File: src/rtl/sqrt_sched_pkg.sv
// Shared types and the round-robin pick function for sqrt_rr_scheduler.
package sqrt_sched_pkg;

  typedef enum logic [2:0] {
    IDLE,
    ISSUE,
    WAIT_DONE,
    RESPOND,
    RELEASE
  } sched_state_t;

  localparam int unsigned DEF_DATA_W = 32;
  localparam int unsigned MAX_REQ    = 16;
  localparam int unsigned MAX_PTR_W  = 4;
  localparam int unsigned IDX_W      = MAX_PTR_W + 1;

  // First set bit of valid at or above ptr, wrapping at n_req; one-hot result.
  function automatic logic [MAX_REQ-1:0] rr_pick(
    input logic [MAX_REQ-1:0]   valid,
    input logic [MAX_PTR_W-1:0] ptr,
    input int unsigned          n_req
  );
    logic [MAX_REQ-1:0] grant;
    logic               found;
    logic [IDX_W-1:0]   idx;
    grant = '0;
    found = 1'b0;
    for (int unsigned k = 0; k < MAX_REQ; k++) begin
      idx = {1'b0, ptr} + IDX_W'(k);
      if (idx >= IDX_W'(n_req)) begin
        idx = idx - IDX_W'(n_req);
      end
      if ((k < n_req) && !found && valid[idx[MAX_PTR_W-1:0]]) begin
        grant[idx[MAX_PTR_W-1:0]] = 1'b1;
        found = 1'b1;
      end
    end
    return grant;
  endfunction

endpackage

File: src/rtl/rr_grant_picker.sv
// Combinational round-robin selector: pending requests plus pointer in,
// one-hot grant and binary id out.
module rr_grant_picker
  import sqrt_sched_pkg::*;
#(
  parameter int unsigned N_REQ = 4
) (
  input  logic [N_REQ-1:0]         valid_i,
  input  logic [$clog2(N_REQ)-1:0] ptr_i,
  output logic [N_REQ-1:0]         grant_o,
  output logic [$clog2(N_REQ)-1:0] id_o
);

  localparam int unsigned ID_W = $clog2(N_REQ);

  logic [MAX_REQ-1:0] grant_full;

  assign grant_full = rr_pick(MAX_REQ'(valid_i), MAX_PTR_W'(ptr_i), N_REQ);
  assign grant_o    = grant_full[N_REQ-1:0];

  generate
    if (N_REQ < MAX_REQ) begin : g_hi
      logic unused_grant_hi;
      assign unused_grant_hi = |grant_full[MAX_REQ-1:N_REQ];
    end
  endgenerate

  always_comb begin
    id_o = '0;
    for (int unsigned j = 0; j < N_REQ; j++) begin
      if (grant_o[j]) begin
        id_o = ID_W'(j);
      end
    end
  end

endmodule

File: src/rtl/sqrt_rr_scheduler.sv
// Round-robin sharing of one START/DONE/AVAILABLE sqrt unit among N_REQ requesters.
// Optional WAIT_DONE watchdog enabled by defining SQRT_SCHED_TIMEOUT_EN.
module sqrt_rr_scheduler
  import sqrt_sched_pkg::*;
#(
  parameter int unsigned N_REQ       = 4,
  parameter int unsigned DATA_W      = DEF_DATA_W,
  parameter int unsigned TIMEOUT_CYC = 256
) (
  input  logic                    clk,
  input  logic                    rstn,
  input  logic [N_REQ-1:0]        req_valid,
  input  logic [N_REQ*DATA_W-1:0] req_data,
  output logic [N_REQ-1:0]        req_accept,
  output logic [N_REQ-1:0]        rsp_valid,
  output logic [DATA_W-1:0]       rsp_data,
  output logic                    rsp_err,
  output logic [DATA_W-1:0]       sq_in,
  output logic                    sq_start,
  input  logic [DATA_W-1:0]       sq_out,
  input  logic                    sq_done,
  input  logic                    sq_available,
  output logic                    busy
);

  localparam int unsigned ID_W = $clog2(N_REQ);

  sched_state_t      state_q, state_d;
  logic [ID_W-1:0]   id_q, id_d;
  logic [ID_W-1:0]   rr_ptr_q, rr_ptr_d;
  logic [ID_W-1:0]   grant_id;
  logic [N_REQ-1:0]  grant;
  logic [N_REQ-1:0]  req_accept_q, req_accept_d;
  logic [N_REQ-1:0]  rsp_valid_q, rsp_valid_d;
  logic [DATA_W-1:0] sq_in_q, sq_in_d;
  logic [DATA_W-1:0] rsp_data_q, rsp_data_d;
  logic              sq_start_q, sq_start_d;
  logic [DATA_W-1:0] req_ops [N_REQ];

  generate
    for (genvar gi = 0; gi < N_REQ; gi++) begin : g_ops
      assign req_ops[gi] = req_data[gi*DATA_W +: DATA_W];
    end
  endgenerate

  rr_grant_picker #(
    .N_REQ (N_REQ)
  ) u_picker (
    .valid_i (req_valid),
    .ptr_i   (rr_ptr_q),
    .grant_o (grant),
    .id_o    (grant_id)
  );

`ifdef SQRT_SCHED_TIMEOUT_EN
  logic [15:0] cnt_q, cnt_d;
  logic        rsp_err_q, rsp_err_d;
  logic        timeout;

  assign timeout = (cnt_q == 16'(TIMEOUT_CYC - 1));
  assign rsp_err = rsp_err_q;

  always_ff @(posedge clk or negedge rstn) begin
    if (!rstn) begin
      cnt_q     <= '0;
      rsp_err_q <= 1'b0;
    end else begin
      cnt_q     <= cnt_d;
      rsp_err_q <= rsp_err_d;
    end
  end
`else
  logic unused_timeout_cyc;
  assign unused_timeout_cyc = ^TIMEOUT_CYC;
  assign rsp_err            = 1'b0;
`endif

  always_comb begin
    state_d      = state_q;
    id_d         = id_q;
    rr_ptr_d     = rr_ptr_q;
    sq_in_d      = sq_in_q;
    sq_start_d   = sq_start_q;
    req_accept_d = '0;
    rsp_valid_d  = '0;
    rsp_data_d   = rsp_data_q;
`ifdef SQRT_SCHED_TIMEOUT_EN
    cnt_d        = cnt_q;
    rsp_err_d    = rsp_err_q;
`endif
    case (state_q)
      IDLE: begin
        if (|req_valid && sq_available) begin
          id_d         = grant_id;
          sq_in_d      = req_ops[grant_id];
          req_accept_d = grant;
          state_d      = ISSUE;
        end
      end
      ISSUE: begin
        sq_start_d = 1'b1;
        state_d    = WAIT_DONE;
`ifdef SQRT_SCHED_TIMEOUT_EN
        cnt_d      = '0;
`endif
      end
      WAIT_DONE: begin
        if (sq_done) begin
          sq_start_d  = 1'b0;
          rsp_data_d  = sq_out;
          rsp_valid_d = N_REQ'(1) << id_q;
          state_d     = RESPOND;
`ifdef SQRT_SCHED_TIMEOUT_EN
          rsp_err_d   = 1'b0;
        end else if (timeout) begin
          // Abort: the unit sees START fall and the requester gets an error result.
          sq_start_d  = 1'b0;
          rsp_data_d  = '0;
          rsp_valid_d = N_REQ'(1) << id_q;
          rsp_err_d   = 1'b1;
          state_d     = RESPOND;
        end else begin
          cnt_d = cnt_q + 16'd1;
`endif
        end
      end
      RESPOND: begin
        state_d = RELEASE;
`ifdef SQRT_SCHED_TIMEOUT_EN
        rsp_err_d = 1'b0;
`endif
      end
      RELEASE: begin
        if (sq_available) begin
          rr_ptr_d = (id_q == ID_W'(N_REQ - 1)) ? '0 : id_q + 1'b1;
          state_d  = IDLE;
        end
      end
      default: state_d = IDLE;
    endcase
  end

  always_ff @(posedge clk or negedge rstn) begin
    if (!rstn) begin
      state_q      <= IDLE;
      id_q         <= '0;
      rr_ptr_q     <= '0;
      sq_in_q      <= '0;
      sq_start_q   <= 1'b0;
      req_accept_q <= '0;
      rsp_valid_q  <= '0;
      rsp_data_q   <= '0;
    end else begin
      state_q      <= state_d;
      id_q         <= id_d;
      rr_ptr_q     <= rr_ptr_d;
      sq_in_q      <= sq_in_d;
      sq_start_q   <= sq_start_d;
      req_accept_q <= req_accept_d;
      rsp_valid_q  <= rsp_valid_d;
      rsp_data_q   <= rsp_data_d;
    end
  end

  assign req_accept = req_accept_q;
  assign rsp_valid  = rsp_valid_q;
  assign rsp_data   = rsp_data_q;
  assign sq_in      = sq_in_q;
  assign sq_start   = sq_start_q;
  assign busy       = (state_q != IDLE);

endmodule

File: config.mk
export PLATFORM = sky130hd
export DESIGN_NAME = sqrt_rr_scheduler
export DESIGN_NICKNAME = d
export VERILOG_FILES = /design/src/rtl/sqrt_sched_pkg.sv /design/src/rtl/rr_grant_picker.sv /design/src/rtl/sqrt_rr_scheduler.sv
export SDC_FILE = /design/constraint.sdc
export NUM_CORES = 1
export LEC_CHECK = 0
export CAP_MARGIN = 25
export CORE_ASPECT_RATIO = 1.5
export CORE_UTILIZATION = 30
export CTS_CLUSTER_DIAMETER = 150
export DETAILED_ROUTE_END_ITERATION = 8
export GPL_TIMING_DRIVEN = 0
export HOLD_SLACK_MARGIN = 0.03
export PLACE_DENSITY_LB_ADDON = 0.12
export SETUP_SLACK_MARGIN = 0.02
export SYNTH_ARGS = -nofsm -noshare
export SYNTH_HDL_FRONTEND = slang
export SYNTH_HIERARCHICAL = 1
export SYNTH_SLANG_ARGS = --single-unit
File: constraint.sdc
create_clock -name clk -period 5.3 [get_ports clk]
set_clock_uncertainty 0.2 [all_clocks]
set_input_delay 0.795 -clock clk [delete_from_list [all_inputs] [get_ports clk]]
set_output_delay 0.795 -clock clk [all_outputs]
set_load 0.01 [all_outputs]
==> run summary <==
timing startpoint of the critical path = rr_ptr_q[0]$_DFFE_PN0P_
Slew headroom = 55.0%
# hold bufs at CTS = 0
largest net degree at the start of global routing = 69
crit-path max FO = 10
gpl congestion = 0.817
outcome = completed
post-route DRC violation count = 0
Die Y = 150 um
Clock Path Buffers = 2
Critical Path RT = 5310 ps
number of global-route vias before repair = 3769
Synth Warn # = 6
path depth of the worst reg2reg path = 11
share of the synthesized area in the top cell type = 45.7%
clock latency on the worst-skew pair = 330 ps
GRT Total Usage = 16.2%
Layout area overhead = 67.7%
Resized Gates After CTS = 0
CTS tree = built
Unique masters post-synth = 44
Fmax = 223 MHz
# IOs = 243
r2r setup slk = 810 ps
Slew @ Worst Pin = 675 ps
H-tree depth = 3
final hold vios = 0
clock sink count = 80
Starting Density = 31.0%
Port Buffer Count = 241
final setup vio count = 0
crit path kind = flop to flop
Max VDD drop = 0.397 mV
synthesized instance count = 287
max-slew violation count = 0
first-pass GRT wire length = 18.6 mm
share of cells above drive strength 1 = 25.7%
synth cell count leaders = 80 x dfrtp_1, 54 x mux2_2, 34 x mux4_2
Post-CTS Setup Repair Bufs = 0
CP arrival = 4500 ps
Post-synth ARST share = 100%
prevailing post-synth register cell = dfrtp_1
worst hold path type = input port to asynchronous set/reset pin
FILL cells = 1293
most numerous cell in the Yosys netlist = dfrtp_1
Total Wirelength = 11.9 mm
chip width = 101 um
Worst setup EP type = flop
pwr/cell area = 613 mW/mm^2
core area = 0.0141 mm^2
Post-Syn Area per Cell = 15.3 um^2
Reg clk slew, reported paths = 60 ps
initial antenna violation count = 0
Max Cap Viol = 0
Yosys reg bits = 80
Post-synth EDFFs = 0
Final Cycle Share = 84.7%
die area = 0.0151 mm^2
Yosys top cell by area = dfrtp_1
Antenna diodes = 0
CTS Root Cell = clkbuf_16
setup TNS = 0 ps
Nets = 720
ANT nets after route = 0
vias post-DR = 3478
reg-to-reg endpoint = sq_in[4]$_DFFE_PN0P_
Setup crit end = sq_in[4]$_DFFE_PN0P_
post-layout instance area = 0.00734 mm^2
standard-cell row count = 53
Worst R2R Start = rr_ptr_q[0]$_DFFE_PN0P_
top post-synthesis cells by area = dfrtp_1 46%, mux4_2 17%, mux2_2 14%
Tot Pwr = 4.50 mW
Starting DRT DRC Count = 42
placed cell area = 0.00706 mm^2
Seq/Total Area, Yosys = 45.7%
post-DR vias/cell = 4.72
first drt pass iteration count = 4
WHS = 111 ps
RSZ-0062 raised after global routing = false
Leak = 2.94 nW
min Tclk post-route = 4490 ps
CP startpoint kind = flop
HPWL Detailed = 9.72 mm
Net Count, Synth = 467
gr ovfl total = 0
Netlist Area Pre-Place = 0.00438 mm^2
CTS buffer count = 9
Avg WL per Cell = 16.2 um
[through the flow]
step / worst slack (ps) / std cells / utilization, %
after floorplan: 1440 / 287 / -
after global placement: 292 / 720 / 49.8
after detailed placement: 655 / 721 / 50.0
after CTS: 738 / 737 / 52.0
after global routing: 550 / 737 / 52.0
final: 809 / 737 / 52.0
[cell families (layout without fill, tap and decap cells)]
kind of cell    Yosys count  after routing  share of synthesized area, %
mux                     110            110                          38.1
flops                    80             80                          45.7
simple gates             37             37                          5.12
buf+inv                  26            284                          3.77
compound gates           20             20                          3.54
fa+ha+maj                12             12                          3.43
other cells               1              1                        0.0857
xor+xnor                  1              1                         0.200
[power by group]
part | internal (mW) | switching, mW | total [mW]
combinational | 1.70 | 1.13 | 2.83
sequential | 0.913 | 0.168 | 1.08
clock | 0.325 | 0.264 | 0.589
[routing by layer]
layer / wire, um / vias to the layer above / GRT usage, %
met2: 6370 / 188 / 30.0
li1: - / 1588 / -
met5: 0 / - / 0
met1: 4240 / 1689 / 16.9
met3: 1120 / 13 / 4.86
met4: 190 / 0 / 6.59
[state kept, by name, indices dropped and copies added, names as in the netlist]
name,count
sq_in,32
rr_ptr_q,2
rsp_valid,4
id_q,2
rsp_data,32
state_q,3
sq_start,1
req_accept,4
[critical path: stages (launching register included)]
cell and delay (ps):
dfrtp_1 540, buf_4 240, inv_2 80, ha_1 410
mux4_2 610, nor4_4 400, a22oi_1 190, nand2_1 100
clkbuf_1 280, clkbuf_1 560, mux4_2 440, mux2_1 300
[area by class of cell]
class | count | area [um^2] | area share, %
clock inverters | 7 | 61.3 | 0.835
inverters | 7 | 26.3 | 0.358
clock buffers | 9 | 225 | 3.07
repair buffers | 242 | 2440 | 33.2
flip-flops and latches | 80 | 2000 | 27.3
plain buffers | 19 | 139 | 1.89
well taps | 192 | 240 | 3.27
multi-input cells | 181 | 2210 | 30.1
[cells in the final DEF, fill, tap and decap left out, drive strengths merged]
cell type and count:
a221o 1, nand3 1, a22oi 2, nand3b 3
mux2 71, ha 12, mux2i 4, o41ai 1
xnor2 1, clkdlybuf4s50 240, nor2b 1, nor3 1
nor4 1, a211o 1, a2bb2oi 1, mux4 35
or2b 1, o21a 1, a21oi 4, nor2 8
buf 17, nand2b 3, a221oi 1, clkinv 2
clkbuf 13, or3 1, dfrtp 80, o21ai 2
inv 10, clkinvlp 2, and2 8, and3 1
a211oi 1, a21boi 1, conb 1, o22ai 4
nand2 8
[worst min-delay path by stage]
stage | startpoint | end | slack [ps] | cells after the start
global route | rstn | rsp_data[20]$_DFFE_PN0P_ | 110 | 1
global placement | sq_in[1]$_DFFE_PN0P_ | sq_in[1]$_DFFE_PN0P_ | 270 | 1
floorplan | rstn | id_q[0]$_DFFE_PN0P_ | 300 | 0
detailed placement | sq_in[4]$_DFFE_PN0P_ | sq_in[4]$_DFFE_PN0P_ | 270 | 1
finish | rstn | req_accept[2]$_DFF_PN0_ | 110 | 1
CTS | rstn | rsp_data[20]$_DFFE_PN0P_ | 100 | 1
(Power assumes the default switching activity.)
